[src/rtl/if_id_queue.sv]
// if_id_queue
// Decoupling instruction queue between instruction fetch and decode.
// Each cycle that fetch is not frozen and no branch is taken, the
// {PCIn, instructionIn} pair is captured. Up to DEPTH entries are buffered
// and presented in order to decode through a valid/idReady handshake.
// freeze stalls fetch while the queue is full. brTaken discards every
// buffered entry together with the word presented in that cycle.
//
// Parameters:
//   DEPTH          number of entries (power of two, >= 2)
//   WIDTH          width of PC and instruction words
//
// Ports:
//   clk            rising-edge clock
//   rst            synchronous active-high reset
//   PCIn           PC from fetch
//   instructionIn  fetched instruction word
//   brTaken        taken-branch flush
//   idReady        decode accepts the head entry this cycle
//   freeze         to fetch: hold PC (queue full)
//   PCOut          PC of the head entry (0 when not valid)
//   instructionOut instruction of the head entry (0 when not valid)
//   valid          head entry valid
//   count          occupancy
//
// Optional feature (macro IFQ_BYPASS_EN):
//   With the macro defined, an empty queue forwards the input pair
//   combinationally to decode when decode is ready and no branch is taken.
//   The forwarded pair is not stored. With the macro undefined (the default
//   build), there is no input-to-output path.
module if_id_queue #(
  parameter int DEPTH = 2,
  parameter int WIDTH = 32
) (
  input  logic                     clk,
  input  logic                     rst,
  input  logic [WIDTH-1:0]         PCIn,
  input  logic [WIDTH-1:0]         instructionIn,
  input  logic                     brTaken,
  input  logic                     idReady,
  output logic                     freeze,
  output logic [WIDTH-1:0]         PCOut,
  output logic [WIDTH-1:0]         instructionOut,
  output logic                     valid,
  output logic [$clog2(DEPTH):0]   count
);

  localparam int AW = $clog2(DEPTH);
  localparam int CW = AW + 1;
  localparam logic [CW-1:0]    CNT_FULL  = CW'(DEPTH);
  localparam logic [CW-1:0]    CNT_ZERO  = CW'(0);
  localparam logic [CW-1:0]    CNT_ONE   = CW'(1);
  localparam logic [AW-1:0]    PTR_ZERO  = AW'(0);
  localparam logic [AW-1:0]    PTR_ONE   = AW'(1);
  localparam logic [WIDTH-1:0] WORD_ZERO = WIDTH'(0);

  logic [WIDTH-1:0] pc_mem_r    [DEPTH];
  logic [WIDTH-1:0] instr_mem_r [DEPTH];
  logic [AW-1:0]    rd_ptr_r;
  logic [AW-1:0]    wr_ptr_r;
  logic [CW-1:0]    count_r;

  logic             full_s;
  logic             stored_s;
  logic             bypass_s;
  logic             push_s;
  logic             pop_s;

  // Handshake decode: occupancy is taken from count alone, never from pointer compare.
  always_comb begin
    full_s   = (count_r == CNT_FULL);
    stored_s = (count_r != CNT_ZERO);
`ifdef IFQ_BYPASS_EN
    // The forwarded word goes straight to decode, so it is neither pushed nor popped.
    bypass_s = ~rst & ~stored_s & ~brTaken & idReady;
`else
    bypass_s = 1'b0;
`endif
    // freeze relies only on registered state. A pop in a full cycle does not open a slot
    // for a push in that same cycle.
    push_s   = ~full_s & ~brTaken & ~bypass_s;
    pop_s    = stored_s & idReady & ~brTaken;
  end

  // Pointer and occupancy state. Reset has priority over flush, and flush has priority over push/pop.
  always_ff @(posedge clk) begin
    if (rst) begin
      rd_ptr_r <= PTR_ZERO;
      wr_ptr_r <= PTR_ZERO;
      count_r  <= CNT_ZERO;
    end else if (brTaken) begin
      rd_ptr_r <= PTR_ZERO;
      wr_ptr_r <= PTR_ZERO;
      count_r  <= CNT_ZERO;
    end else begin
      // DEPTH is a power of two, so the natural pointer overflow gives the DEPTH-1 -> 0 wrap.
      if (push_s) begin
        wr_ptr_r <= wr_ptr_r + PTR_ONE;
      end
      if (pop_s) begin
        rd_ptr_r <= rd_ptr_r + PTR_ONE;
      end
      case ({push_s, pop_s})
        2'b10:   count_r <= count_r + CNT_ONE;
        2'b01:   count_r <= count_r - CNT_ONE;
        default: count_r <= count_r;
      endcase
    end
  end

  // Entry storage. It has no reset because the head is masked whenever the queue is empty.
  always_ff @(posedge clk) begin
    if (push_s) begin
      pc_mem_r[wr_ptr_r]    <= PCIn;
      instr_mem_r[wr_ptr_r] <= instructionIn;
    end
  end

  // Output view. An empty queue presents a NOP (all zeros) unless the input is bypassed.
  always_comb begin
    freeze = full_s;
    count  = count_r;
    if (bypass_s) begin
      valid          = 1'b1;
      PCOut          = PCIn;
      instructionOut = instructionIn;
    end else if (stored_s) begin
      valid          = 1'b1;
      PCOut          = pc_mem_r[rd_ptr_r];
      instructionOut = instr_mem_r[rd_ptr_r];
    end else begin
      valid          = 1'b0;
      PCOut          = WORD_ZERO;
      instructionOut = WORD_ZERO;
    end
  end

endmodule
[config.mk]
export PLATFORM = sky130hd
export DESIGN_NAME = if_id_queue
export DESIGN_NICKNAME = d
export VERILOG_FILES = /design/src/rtl/if_id_queue.sv
export SDC_FILE = /design/constraint.sdc
export NUM_CORES = 1
export LEC_CHECK = 0
export CAP_MARGIN = 20
export CORE_MARGIN = 2
export CORE_UTILIZATION = 48
export DETAILED_ROUTE_END_ITERATION = 10
export GPL_TIMING_DRIVEN = 0
export HOLD_SLACK_MARGIN = 0.03
export PLACE_DENSITY = 0.84
export REMOVE_ABC_BUFFERS = 1
export SLEW_MARGIN = 30
export SYNTH_ARGS = -nofsm -noshare
export SYNTH_HDL_FRONTEND = slang
export SYNTH_SLANG_ARGS = --single-unit
[constraint.sdc]
create_clock -name clk -period 5.49 [get_ports clk]
set_clock_uncertainty 0.2 [all_clocks]
set_input_delay 0.8235 -clock clk [delete_from_list [all_inputs] [get_ports clk]]
set_output_delay 0.8235 -clock clk [all_outputs]
set_load 0.01 [all_outputs]
==> Implementation_results.wiki <==
{| class="wikitable"
! Metric !! Value
|-
| Total vias in the final route || 2912
|-
| Cell area power density || between 300 and 400 nW/um^2
|-
| Final Hold Fails || 0
|-
| Setup crit start kind || flip-flop
|-
| PortBufs || about 140
|-
| M2 GR Usage || 0.2981
|-
| Combined buffer and inverter count along the critical path || 2
|-
| Global routing met3 resource utilization || 0.05886
|-
| Overall global routing resource usage || 0.1747
|-
| H-tree lvl count || 4
|-
| Wire length per cell after detailed routing || 16.05 um
|-
| Hold Startpoint || rd_ptr_r
|-
| Placed Area || 6761 um^2
|-
| Ys Warns || 0
|-
| Global-route wire length before repair || between 10 and 15 mm
|-
| Y dimension of the die || 106.3 um
|-
| CP Class || reg2out
|-
| Maximum frequency from static timing analysis || 0.3160 GHz
|-
| Initial core utilization || 0.4908
|-
| Clock transition at the registers of the reported paths || 0.06 ns
|-
| Root Driver || sky130_fd_sc_hd__clkbuf_8
|-
| Maximum ir drop on the vdd rail || 224.6 uV
|-
| Buffer levels on the longest clock path || 2
|-
| Post-Layout Cell Count || 595
|-
| Setup repair after global routing missed its margin || no
|-
| GRT Residual Overflow || 0
|-
| Period utilization || 0.5765
|-
| Final design area excluding fillers || 7301 um^2
|-
| CTS tree || built
|-
| Antenna violations before repair || 0
|-
| Total instance count after detailed placement || 563
|-
| Post-route minimum period || approximately 3.2 ns
|-
| CP max stage cell || sky130_fd_sc_hd__dfxtp_4
|-
| Count of inserted antenna diode cells || 0
|-
| Element type at the critical path end || output port
|-
| Remaining design rule violation count || 0
|-
| Area Growth Syn to Fin || 45.40%
|-
| Pre-CTS worst setup slack || 2.266 ns
|-
| Grt peak-use layer || met2
|-
| Clock Sink Count || 133
|-
| Placeable core region || 10230 um^2
|-
| Detailed Route WL || 9.551 mm
|-
| Number of search-and-repair iterations in the first detailed-routing pass || 6
|-
| Core Util, Final || 0.7136
|-
| Post-synth top area share || 0.7655
|-
| Count of state elements after synthesis || around 130
|-
| Vias in the first global route || roughly 3000
|-
| Overall die area || 11290 um^2
|-
| Reg2reg path depth || 5
|-
| Depth of the worst hold-timing path || 2
|-
| Worst flop-to-flop path startpoint || count[0]
|-
| Area taken by flip-flops and latches || ~3900 um^2
|-
| Number of failing setup endpoints in the final timing report || 0
|-
| Top cell type by total area after synthesis || sky130_fd_sc_hd__edfxtp_1
|-
| Final slew viol count || 0
|-
| Worst min path class || reg2reg
|-
| Met1 GRT Util || 0.1992
|-
| Cells along the critical path || buf_12, mux2i_1, nor2_1, clkdlybuf4s50_1
|-
| Num rows || 37
|-
| Average cell area after synthesis || around 17 um^2
|-
| Clk_lat worst skew || 0.51 ns
|-
| Part of the Yosys area used for sequential elements || 0.7854
|-
| Post-synthesis cell type count || 16
|-
| Crit path largest cell delay || 0.57 ns
|-
| Sum of net half-perimeters after detailed placement || about 6.4 mm
|-
| Number of buffers created by CTS || 17
|-
| Layout cell share with drive strength beyond 1 || 0.09150
|-
| Worst setup margin || 2.325 ns
|-
| FILL cells || approximately 700
|-
| Violation count after the first detailed-routing iteration || 128
|-
| Placer congestion estimate || 0.6893
|-
| Post-route ant nets || 0
|-
| Number of nets at the end of the flow || 515
|-
| Post-CTS Repair Setup Buffers || 0
|-
| List of most frequent post-synthesis cells || 128 x sky130_fd_sc_hd__edfxtp_1, 68 x sky130_fd_sc_hd__nor2_1, 64 x sky130_fd_sc_hd__mux2i_1, 12 x sky130_fd_sc_hd__buf_2, 5 x sky130_fd_sc_hd__dfxtp_1
|-
| Overall power || 2.423 mW
|-
| Reported leakage power || 2.393 nW
|-
| Post-synthesis cell count || 296
|-
| Worst Path Arrival || between 2 and 2.5 ns
|-
| Post-synthesis cell area || 5021 um^2
|-
| Critical Path RT || 4.47 ns
|-
| Capture point of the worst reg-to-reg path || instr_mem_r[0][0]
|-
| Count of hold-fix buffers inserted at cts || 0
|-
| Register-to-register setup slack || 2.94 ns
|-
| Worst-case headroom to the max-slew limit || 0.5696
|-
| Maximum fanout along the worst path || 25
|-
| Actual slew at the worst max-slew pin || about 0.64 ns
|-
| Max_cap viols || 0
|-
| Die width || about 110 um
|-
| Cells resized by post-CTS repair || 0
|-
| Cell with the most instances after synthesis || sky130_fd_sc_hd__edfxtp_1
|-
| Family with the most delay on the worst path || buffers and inverters
|-
| Most used flip-flop cell after synthesis || sky130_fd_sc_hd__edfxtp_1
|-
| Leading post-synthesis cells by cell area || sky130_fd_sc_hd__edfxtp_1 77%, sky130_fd_sc_hd__mux2i_1 13%, sky130_fd_sc_hd__nor2_1 5.1%
|-
| Outcome || finished, final reports clean
|-
| FFs w/ async S/R, synth || 0
|-
| I/O Pins || roughly 140
|-
| Count of flip-flops with a built-in enable after synthesis || roughly 130
|-
| Multi-input gate area || 1025 um^2
|-
| Detailed-route vias per instance || around 5
|-
| Pin count of the biggest net entering global routing || 29
|}
## routing by layer
| metal | routed length [um] | part of all wire | vias to the layer above |
|---|---|---|---|
| li1 | - | - | 1404 |
| met1 | 3965 | 0.42 | 1389 |
| met2 | 4844 | 0.51 | 100 |
| met3 | 555 | 0.058 | 19 |
| met4 | 184 | 0.019 | 0 |
| met5 | 0 | 0 | - |
## power by group
group          switching (mW)  leakage [nW]  internal (mW)
registers              0.0141          1.24           1.17
logic                  0.0973         0.894          0.128
clock network           0.379         0.257          0.638
total                   0.490          2.39           1.93
## sequential cells by signal, summed over array words and instances, names as in the netlist, named ones only
signal       cells
instr_mem_r     64
pc_mem_r        64
count            2
rd_ptr_r         1
wr_ptr_r         1
## per-stage QoR
| step | hold WS, ns | TNS (ns) |
|---|---|---|
| after floorplan | 0.3200 | 0 |
| after global placement | 0.3296 | -140.58 |
| after detailed placement | 0.3449 | 0 |
| after CTS | 0.3692 | 0 |
| after global routing | 0.4226 | 0 |
| final | 0.3647 | 0 |
## final cells by class
cell class              instances  share of cell area
well taps                     136             0.02331
repair buffers                145              0.2207
multi-input cells             147              0.1404
clock buffers                  21             0.05878
flip-flops and latches        133              0.5407
clock inverters                11             0.01508
inverters                       2            0.001028
## cells by family after synthesis
logic type	share of synthesized area
DFF	0.7854
and+or+nand+nor	0.05906
muxes	0.1276
buffers and inverters	0.01495
xor gates and xnor gates	0.006979
AOI/OAI and AO/OA	0.003489
adders and majority gates	0.002492
## cell usage in the layout (no fill, tap or decap)
cell,synthesis,routed
sky130_fd_sc_hd__a211oi_1,1,1
sky130_fd_sc_hd__and2b_2,1,1
sky130_fd_sc_hd__buf_12,0,2
sky130_fd_sc_hd__buf_16,0,8
sky130_fd_sc_hd__bufinv_16,0,2
sky130_fd_sc_hd__clkbuf_1,2,4
sky130_fd_sc_hd__clkbuf_16,0,16
sky130_fd_sc_hd__clkbuf_8,0,1
sky130_fd_sc_hd__clkdlybuf4s50_1,0,135
sky130_fd_sc_hd__clkinv_1,0,2
sky130_fd_sc_hd__clkinv_2,0,4
sky130_fd_sc_hd__clkinvlp_4,0,3
sky130_fd_sc_hd__dfxtp_1,5,4
sky130_fd_sc_hd__dfxtp_4,0,1
sky130_fd_sc_hd__edfxtp_1,128,128
sky130_fd_sc_hd__ha_1,1,1
sky130_fd_sc_hd__inv_1,2,2
sky130_fd_sc_hd__mux2i_1,64,64
sky130_fd_sc_hd__nor2_1,68,65
sky130_fd_sc_hd__nor2_4,0,3
sky130_fd_sc_hd__nor3_1,4,4
sky130_fd_sc_hd__o21ai_0,2,2
sky130_fd_sc_hd__or2_2,1,1
sky130_fd_sc_hd__or3_1,1,1
sky130_fd_sc_hd__xnor2_1,2,2
sky130_fd_sc_hd__xor2_1,2,2
## worst reg2reg max path: stages (launching register included)
cell and delay (ns):
sky130_fd_sc_hd__dfxtp_1 0.49, sky130_fd_sc_hd__and2b_2 0.29, sky130_fd_sc_hd__or2_2 0.34, sky130_fd_sc_hd__nor2_4 0.52, sky130_fd_sc_hd__buf_16 0.24, sky130_fd_sc_hd__buf_16 0.17
## worst max-delay path by stage
stage / start / to / slack, ns / cells after the start
global placement: brTaken / pc_mem_r[0][11] / -1.10 / 3
detailed placement: brTaken / instr_mem_r[0][29] / 2.27 / 5
floorplan: brTaken / instr_mem_r[0][0] / 0.98 / 2
finish: flip-flop / instructionOut[12] / 2.33 / 4
global route: flip-flop / instructionOut[8] / 2.19 / 4
CTS: flip-flop / PCOut[17] / 2.30 / 4
(Power assumes the default switching activity.)
